--- src/rtl/led_timing_pkg.sv ---
// Shared definitions for the LED frame sequencer.
//   state_t      : sequencer FSM states
//   *_DEF        : default bit/latch timing in cycles at 100 MHz
//   cnt_w()      : width of an unsigned counter that must hold 0..max_val
package led_timing_pkg;

  typedef enum logic [2:0] {INIT, IDLE, LOAD, BIT, LATCH} state_t;

  localparam int T0H_CYC_DEF   = 35;
  localparam int T1H_CYC_DEF   = 70;
  localparam int BIT_CYC_DEF   = 125;
  localparam int LATCH_CYC_DEF = 5000;
  localparam int BITS_PER_LED  = 24;

  function automatic int cnt_w(input int max_val);
    return (max_val > 0) ? $clog2(max_val + 1) : 1;
  endfunction

endpackage

--- src/rtl/led_frame_sequencer_if.sv ---
// Handshake/strobe bundle between the frame sequencer, its colour
// shift register and the frame requester.
//   start, repeat_en      : frame request / auto-repeat
//   CurrentBit            : MSB of the GRB shift register
//   LoadRegister          : load strobe to the shift register
//   RotateRegisterLeft    : rotate strobe to the shift register
//   led_sel               : LED index captured by the next load
//   dout                  : serial line to the chain
//   busy, frame_done      : status
// modport slave is the sequencer; modport master is its environment.
interface led_frame_sequencer_if
  import led_timing_pkg::*;
#(
  parameter int NUM_LEDS = 8
);
  localparam int LED_W = cnt_w(NUM_LEDS - 1);

  logic             start;
  logic             repeat_en;
  logic             CurrentBit;
  logic             LoadRegister;
  logic             RotateRegisterLeft;
  logic [LED_W-1:0] led_sel;
  logic             dout;
  logic             busy;
  logic             frame_done;

  modport master (
    output start, repeat_en, CurrentBit,
    input  LoadRegister, RotateRegisterLeft, led_sel, dout, busy, frame_done
  );

  modport slave (
    input  start, repeat_en, CurrentBit,
    output LoadRegister, RotateRegisterLeft, led_sel, dout, busy, frame_done
  );

endinterface

--- src/rtl/led_bit_timer.sv ---
// Per-bit timer: counts cyc 0..BIT_CYC-1 while run_i is high and
// generates the registered serial output.
//   clk, rst_n  : clock, async active-low reset
//   run_i       : sequencer is in BIT
//   cur_bit_i   : value of the bit being sent
//   dout_o      : registered serial line
//   bit_end_o   : high in the last cycle of each bit
module led_bit_timer
  import led_timing_pkg::*;
#(
  parameter int T0H_CYC = T0H_CYC_DEF,
  parameter int T1H_CYC = T1H_CYC_DEF,
  parameter int BIT_CYC = BIT_CYC_DEF
) (
  input  logic clk,
  input  logic rst_n,
  input  logic run_i,
  input  logic cur_bit_i,
  output logic dout_o,
  output logic bit_end_o
);

  localparam int CYC_W = cnt_w(BIT_CYC - 1);
  localparam logic [CYC_W-1:0] CYC_LAST = CYC_W'(BIT_CYC - 1);
  localparam logic [CYC_W-1:0] T0H      = CYC_W'(T0H_CYC);
  localparam logic [CYC_W-1:0] T1H      = CYC_W'(T1H_CYC);

  logic [CYC_W-1:0] cyc_q, cyc_d;
  logic             dout_q, dout_d;

  // cyc is held at 0 outside BIT so the first BIT cycle always starts at 0.
  always_comb begin
    cyc_d  = '0;
    dout_d = 1'b0;
    if (run_i) begin
      if (cyc_q != CYC_LAST) cyc_d = cyc_q + CYC_W'(1);
      dout_d = (cyc_q < (cur_bit_i ? T1H : T0H));
    end
  end

  always_ff @(posedge clk or negedge rst_n) begin
    if (!rst_n) begin
      cyc_q  <= '0;
      dout_q <= 1'b0;
    end else begin
      cyc_q  <= cyc_d;
      dout_q <= dout_d;
    end
  end

  assign dout_o    = dout_q;
  assign bit_end_o = run_i && (cyc_q == CYC_LAST);

endmodule

--- src/rtl/led_frame_sequencer.sv ---
// WS2812-style frame sequencer: loads/rotates the external GRB shift
// register, counts 24 bits per LED over NUM_LEDS LEDs and holds the line
// low for LATCH_CYC after every frame and after reset.
//   clk, reset : clock, async active-low reset
//   bus        : strobes, status and serial line (slave modport)
//
// state | meaning
// INIT  | post-reset latch, line low for LATCH_CYC
// IDLE  | waiting for start
// LOAD  | one-cycle load of LED 0 word
// BIT   | shifting bits out
// LATCH | end-of-frame low period
module led_frame_sequencer
  import led_timing_pkg::*;
#(
  parameter int T0H_CYC   = T0H_CYC_DEF,
  parameter int T1H_CYC   = T1H_CYC_DEF,
  parameter int BIT_CYC   = BIT_CYC_DEF,
  parameter int LATCH_CYC = LATCH_CYC_DEF,
  parameter int NUM_LEDS  = 8
) (
  input  logic                  clk,
  input  logic                  reset,
  led_frame_sequencer_if.slave  bus
);

  localparam int LED_W  = cnt_w(NUM_LEDS - 1);
  localparam int BIDX_W = cnt_w(BITS_PER_LED - 1);
  localparam int LAT_W  = cnt_w(LATCH_CYC - 1);
  localparam logic [LED_W-1:0]  LED_LAST  = LED_W'(NUM_LEDS - 1);
  localparam logic [BIDX_W-1:0] BIDX_LAST = BIDX_W'(BITS_PER_LED - 1);
  localparam logic [BIDX_W-1:0] BIDX_PRE  = BIDX_W'(BITS_PER_LED - 2);
  localparam logic [LAT_W-1:0]  LAT_LAST  = LAT_W'(LATCH_CYC - 1);

  state_t            state_q, state_d;
  logic [BIDX_W-1:0] bit_idx_q, bit_idx_d;
  logic [LED_W-1:0]  led_cnt_q, led_cnt_d;
  logic [LED_W-1:0]  led_sel_q, led_sel_d;
  logic [LAT_W-1:0]  lat_cnt_q, lat_cnt_d;
  logic              frame_done_q, frame_done_d;
  logic              load, rot, bit_end, lat_end, last_bit, last_led;

  led_bit_timer #(
    .T0H_CYC (T0H_CYC),
    .T1H_CYC (T1H_CYC),
    .BIT_CYC (BIT_CYC)
  ) u_bit_timer (
    .clk       (clk),
    .rst_n     (reset),
    .run_i     (state_q == BIT),
    .cur_bit_i (bus.CurrentBit),
    .dout_o    (bus.dout),
    .bit_end_o (bit_end)
  );

  assign lat_end  = (lat_cnt_q == LAT_LAST);
  assign last_bit = (bit_idx_q == BIDX_LAST);
  assign last_led = (led_cnt_q == LED_LAST);

  always_comb begin
    state_d      = state_q;
    bit_idx_d    = bit_idx_q;
    led_cnt_d    = led_cnt_q;
    led_sel_d    = led_sel_q;
    lat_cnt_d    = '0;
    frame_done_d = 1'b0;
    load         = 1'b0;
    rot          = 1'b0;
    unique case (state_q)
      INIT: begin
        if (lat_end) state_d = IDLE;
        else         lat_cnt_d = lat_cnt_q + LAT_W'(1);
      end
      IDLE: if (bus.start) state_d = LOAD;
      LOAD: begin
        load    = 1'b1;
        state_d = BIT;
      end
      BIT: begin
        if (bit_end) begin
          if (!last_bit) begin
            rot       = 1'b1;
            bit_idx_d = bit_idx_q + BIDX_W'(1);
            // led_sel moves one bit early so it is stable during the reload.
            if (bit_idx_q == BIDX_PRE && !last_led) led_sel_d = led_cnt_q + LED_W'(1);
          end else begin
            bit_idx_d = '0;
            if (last_led) begin
              led_cnt_d = '0;
              led_sel_d = '0;
              state_d   = LATCH;
            end else begin
              // Reload replaces the 24th rotate: no gap between LEDs.
              load      = 1'b1;
              led_cnt_d = led_cnt_q + LED_W'(1);
            end
          end
        end
      end
      LATCH: begin
        if (lat_end) begin
          if (bus.repeat_en) begin
            state_d = LOAD;
          end else begin
            state_d      = IDLE;
            frame_done_d = 1'b1;
          end
        end else begin
          lat_cnt_d = lat_cnt_q + LAT_W'(1);
        end
      end
      default: state_d = INIT;
    endcase
  end

  always_ff @(posedge clk or negedge reset) begin
    if (!reset) begin
      state_q      <= INIT;
      bit_idx_q    <= '0;
      led_cnt_q    <= '0;
      led_sel_q    <= '0;
      lat_cnt_q    <= '0;
      frame_done_q <= 1'b0;
    end else begin
      state_q      <= state_d;
      bit_idx_q    <= bit_idx_d;
      led_cnt_q    <= led_cnt_d;
      led_sel_q    <= led_sel_d;
      lat_cnt_q    <= lat_cnt_d;
      frame_done_q <= frame_done_d;
    end
  end

  assign bus.LoadRegister       = load;
  assign bus.RotateRegisterLeft = rot;
  assign bus.led_sel            = led_sel_q;
  assign bus.busy               = (state_q != IDLE);
  assign bus.frame_done         = frame_done_q;

endmodule
--- src/flat_wrapper.sv ---
// flat-port wrapper written by rule: the top's interface ports become plain ports
module led_frame_sequencer_flat import led_timing_pkg::*;
#(
  parameter int T0H_CYC   = T0H_CYC_DEF,
  parameter int T1H_CYC   = T1H_CYC_DEF,
  parameter int BIT_CYC   = BIT_CYC_DEF,
  parameter int LATCH_CYC = LATCH_CYC_DEF,
  parameter int NUM_LEDS  = 8
)
  (clk, reset, bus_start, bus_repeat_en, bus_CurrentBit, bus_LoadRegister, bus_RotateRegisterLeft, bus_led_sel, bus_dout, bus_busy, bus_frame_done);
  led_frame_sequencer_if #(.NUM_LEDS(NUM_LEDS)) bus_i ();
  input  logic clk;
  input  logic reset;
  input wire logic [$bits(bus_i.start)-1:0] bus_start;
  input wire logic [$bits(bus_i.repeat_en)-1:0] bus_repeat_en;
  input wire logic [$bits(bus_i.CurrentBit)-1:0] bus_CurrentBit;
  output wire logic [$bits(bus_i.LoadRegister)-1:0] bus_LoadRegister;
  output wire logic [$bits(bus_i.RotateRegisterLeft)-1:0] bus_RotateRegisterLeft;
  output wire logic [$bits(bus_i.led_sel)-1:0] bus_led_sel;
  output wire logic [$bits(bus_i.dout)-1:0] bus_dout;
  output wire logic [$bits(bus_i.busy)-1:0] bus_busy;
  output wire logic [$bits(bus_i.frame_done)-1:0] bus_frame_done;
  assign bus_i.start = bus_start;
  assign bus_i.repeat_en = bus_repeat_en;
  assign bus_i.CurrentBit = bus_CurrentBit;
  assign bus_LoadRegister = bus_i.LoadRegister;
  assign bus_RotateRegisterLeft = bus_i.RotateRegisterLeft;
  assign bus_led_sel = bus_i.led_sel;
  assign bus_dout = bus_i.dout;
  assign bus_busy = bus_i.busy;
  assign bus_frame_done = bus_i.frame_done;
  led_frame_sequencer #(.T0H_CYC(T0H_CYC), .T1H_CYC(T1H_CYC), .BIT_CYC(BIT_CYC), .LATCH_CYC(LATCH_CYC), .NUM_LEDS(NUM_LEDS)) u_core (.clk(clk), .reset(reset), .bus(bus_i));
endmodule
--- config.mk ---
export PLATFORM = sky130hd
export DESIGN_NAME = led_frame_sequencer_flat
export DESIGN_NICKNAME = d
export VERILOG_FILES = /design/src/rtl/led_timing_pkg.sv /design/src/rtl/led_frame_sequencer_if.sv /design/src/rtl/led_bit_timer.sv /design/src/rtl/led_frame_sequencer.sv /design/src/flat_wrapper.sv
export SDC_FILE = /design/constraint.sdc
export NUM_CORES = 1
export LEC_CHECK = 0
export CAP_MARGIN = 20
export CORE_UTILIZATION = 65
export CTS_BUF_LIST = sky130_fd_sc_hd__clkbuf_8
export CTS_CLUSTER_DIAMETER = 60
export DETAILED_ROUTE_END_ITERATION = 16
export PLACE_DENSITY = 0.87
export SETUP_SLACK_MARGIN = 0.3
export SYNTH_ARGS = -nofsm -noshare
export SYNTH_HDL_FRONTEND = slang
export SYNTH_SLANG_ARGS = --single-unit
--- constraint.sdc ---
create_clock -name clk -period 6.3 [get_ports clk]
set_clock_uncertainty 0.1 [all_clocks]
set_input_delay 1.89 -clock clk [delete_from_list [all_inputs] [get_ports clk]]
set_output_delay 1.89 -clock clk [all_outputs]
set_load 0.01 [all_outputs]
==> flow_summary.yaml <==
clock_tree:
  postCtsSetupRepairBufs: 0
  clk_pin_slew_ns: 0.07
  cts-root-buf: "clkbuf_8"
  clockBufferDepth: 2
  cts_tree: "yes"
  cts.sinks: 36
  cts-htree-levels: 2
  tritoncts.num_buffers: 5
  insertion_delay_ns: 0.29
  ctsHoldBuffers: 0
  cts_resized: 0
critical_path:
  arrival_ns: 2.83
  worstPathRequired_ns: 4.31
  cpPeakStageDelay_ns: 0.58
  r2r_end: "u_core.led_cnt_q[2]"
  crit_chain: "ha_1 -> nand4b_1 -> nor4_2 -> nand2b_1 -> a211oi_1 -> clkdlybuf4s50_1"
  timing.rr.start: "u_core.bit_idx_q[1]"
  cp-end-kind: "output pin"
  slowest_stage: "clkdlybuf4s50_1"
  crit_fanout: 7
  r2r_slack_ns: 4.14
  reg2regPathDepth: 4
  crit_type: "reg2out"
  start_kind: "flip-flop"
hold_path:
  hp-start: "u_core.lat_cnt_q[0]"
  hp-class: "reg2reg"
  holdPathStages: 1
  worst_hold_path.endpoint: "u_core.lat_cnt_q[0]"
global_routing:
  gr-total-overflow: 0
  grt_max_degree: 37
  grt_first_pass_wirelength_mm: 6.41
  grt_usage_pct: 26.9
  antenna_found_initial: 0
  grt_pass1_vias: 1428
layout:
  design_area_mm2: 0.00210
  diodes: 0
  nNetsFinal: 214
  fillers: 192
  area_growth_pct: 12.6
  drive_gt1_share_pct: 7.54
  final_util_pct: 76.8
yosys:
  synth_top_family_by_area: "simple AND/OR/NAND/NOR gates"
  synth_xor_xnor_area_share_pct: 7.99
  syn_area_per_cell_um2: 10.3
  yosysWarnings: 0
  synth_cells: 181
  synth.distinct_cells: 38
  synth_mux_area_share_pct: 3.63
  netlist_area_mm2: 0.00186
  synth_seq_cells: 36
  synth_fp_nets: 196
  synth-compound-area-share_pct: 6.11
  synthSimpleGateAreaFrac_pct: 24.7
  synthArstFlopShare_pct: 100
  synth_seq_area_share_pct: 48.4
  synth_ff_type: "dfrtp_1"
  synth_adder_area_share_pct: 6.72
  synth_edf_count: 0
run:
  drv_cap: 0
sta:
  drv_slew: 0
  max_freq_mhz: 208
  fin_ws_ns: 1.48
  slew_headroom_pct: 56.5
  period_share_pct: 76.4
  setup_violations: 0
  tightest_slew_ns: 0.647
  setup_tns_ns: 0
  period_needed_ns: 4.82
  hold_viol: 0
  rsz0062_at_grt: "no"
die:
  fp-row-count: 19
  start_util_pct: 68.1
  fp.coreArea_mm2: 0.00273
  die_h_um: 55.5
  die_w_um: 55.5
  boundaryPins: 13
  dieArea_mm2: 0.00308
detailed_routing:
  wirelength_met1_mm: 1.42
  initialDrtViolationCount: 37
  first_pass_iters: 4
  met3WireLength_um: 144
  viasPerCell: 5.94
  top_layer: "met4"
  routed_wl_mm: 3.51
  wl_met2_mm: 1.91
  vias: 1367
  drcViolationCount: 0
  wl_per_cell_um: 15.3
  drtAntennaViolNets: 0
power_and_ir_drop:
  ir_drop_uv: 230
  p_leak_nw: 1.00
  p_per_area_mw_per_mm2: 186
outcome:
  status: "completed"
placement:
  place.gp.congestion: 0.816
  dpl_worst_slack_ns: 1.82
  port_buffers: 12
  hpwlAfterDp_mm: 2.54
  placed_area_mm2: 0.00202
metal layers:
layer	vias to the layer above	global-route usage [%]
li1	665	-
met1	669	31.5
met2	28	46.8
met3	5	7.49
met4	0	10.0
met5	-	0
power breakdown:
part	switching [mW]	internal (mW)	total, mW
Combinational	0.00578	0.00320	0.00898
Sequential	0	0.231	0.231
Clock	0.0772	0.0734	0.151
Total	0.0830	0.308	0.391
critical path, delay by kind of cell, from the launching register on:
kind | cells | cell delay [ns]
simple gates | 3 | 1.02
buf+inv | 1 | 0.58
flops | 1 | 0.41
fa+ha+maj | 1 | 0.27
compound gates | 1 | 0.26
sequential cells by signal, indices dropped and copies added (netlist names):
register,count
u_core.bit_idx_q,5
u_core.bus.frame_done,1
u_core.bus.led_sel,3
u_core.lat_cnt_q,13
u_core.led_cnt_q,3
u_core.state_q,3
u_core.u_bit_timer.cyc_q,7
u_core.u_bit_timer.dout_o,1
cells by family (layout without fill, tap and decap cells):
logic type               count (synthesis)  count (layout)
AO/OA/AOI/OAI                           18              18
XOR/XNOR                                17              17
adder cells (fa/ha/maj)                 10              10
buffers and inverters                   12              30
flip-flops                              36              36
multiplexers                             6               6
AND/OR/NAND/NOR                         82              82
layout make-up:
cell class | count | area, µm² | share of cell area, %
multi-input cells | 133 | 916 | 43.6
flip-flops and latches | 36 | 901 | 42.9
repair buffers | 13 | 128 | 6.08
clock buffers | 5 | 68.8 | 3.28
well taps | 31 | 38.8 | 1.85
inverters | 10 | 37.5 | 1.79
clock inverters | 2 | 8.76 | 0.417
per-stage QoR:
step	cells	hold slack (ns)	total power, mW
3_3_place_gp	223	0.348	0.244
3_5_place_dp	223	0.355	0.245
5_1_grt	230	0.386	0.403
6_report	230	0.361	0.391
2_1_floorplan	181	0.333	0.237
4_1_cts	230	0.364	0.394
Yosys cell counts (2+ instances only):
cell      number  area share (%)
a211oi_1       3             1.2
a21oi_1        4             1.1
and2_1         2            0.67
and3_1         4             1.3
and4_1         3             1.4
dfrtp_1       36              48
ha_1          10             6.7
inv_1         10             2.0
mux2_2         2             1.2
mux2i_1        3             1.6
nand2_1       12             2.4
nand2b_1       2            0.67
nand3_1       12             3.2
nand3b_1       2            0.81
nand4_1        3             1.0
nor2_1        21             4.2
nor2b_1        3             1.0
nor3_1         6             1.6
nor4_1         2            0.67
o21ai_0        6             1.6
or3_1          2            0.67
or3_4          2             1.2
xnor2_1        8             3.8
xor2_1         9             4.2
cell usage in the layout, fill, tap and decap left out, types with 3 or more instances in the layout:
master	n
clkdlybuf4s50_1	12
mux2i_1	3
dfrtp_1	36
o21ai_0	6
nor2b_1	3
nor3_1	6
ha_1	10
and3_1	4
xor2_1	9
nand2_1	12
nand3_1	12
inv_1	11
and4_1	3
xnor2_1	8
nor2_1	21
a211oi_1	3
a21oi_1	4
nand4_1	3
clkbuf_8	5
worst max path at each step:
stage,endpoint,depth (start not counted),slack (ns),from
detailed placement,bus_LoadRegister,6,1.82,u_core.bit_idx_q[1]
global placement,bus_LoadRegister,6,2.02,u_core.bit_idx_q[1]
floorplan,bus_LoadRegister,5,2.59,u_core.bit_idx_q[1]
global route,bus_LoadRegister,6,1.26,u_core.bit_idx_q[1]
finish,bus_LoadRegister,6,1.48,u_core.bit_idx_q[1]
CTS,bus_LoadRegister,6,1.49,u_core.bit_idx_q[1]
Note: power is estimated with default switching activity, not from simulation.
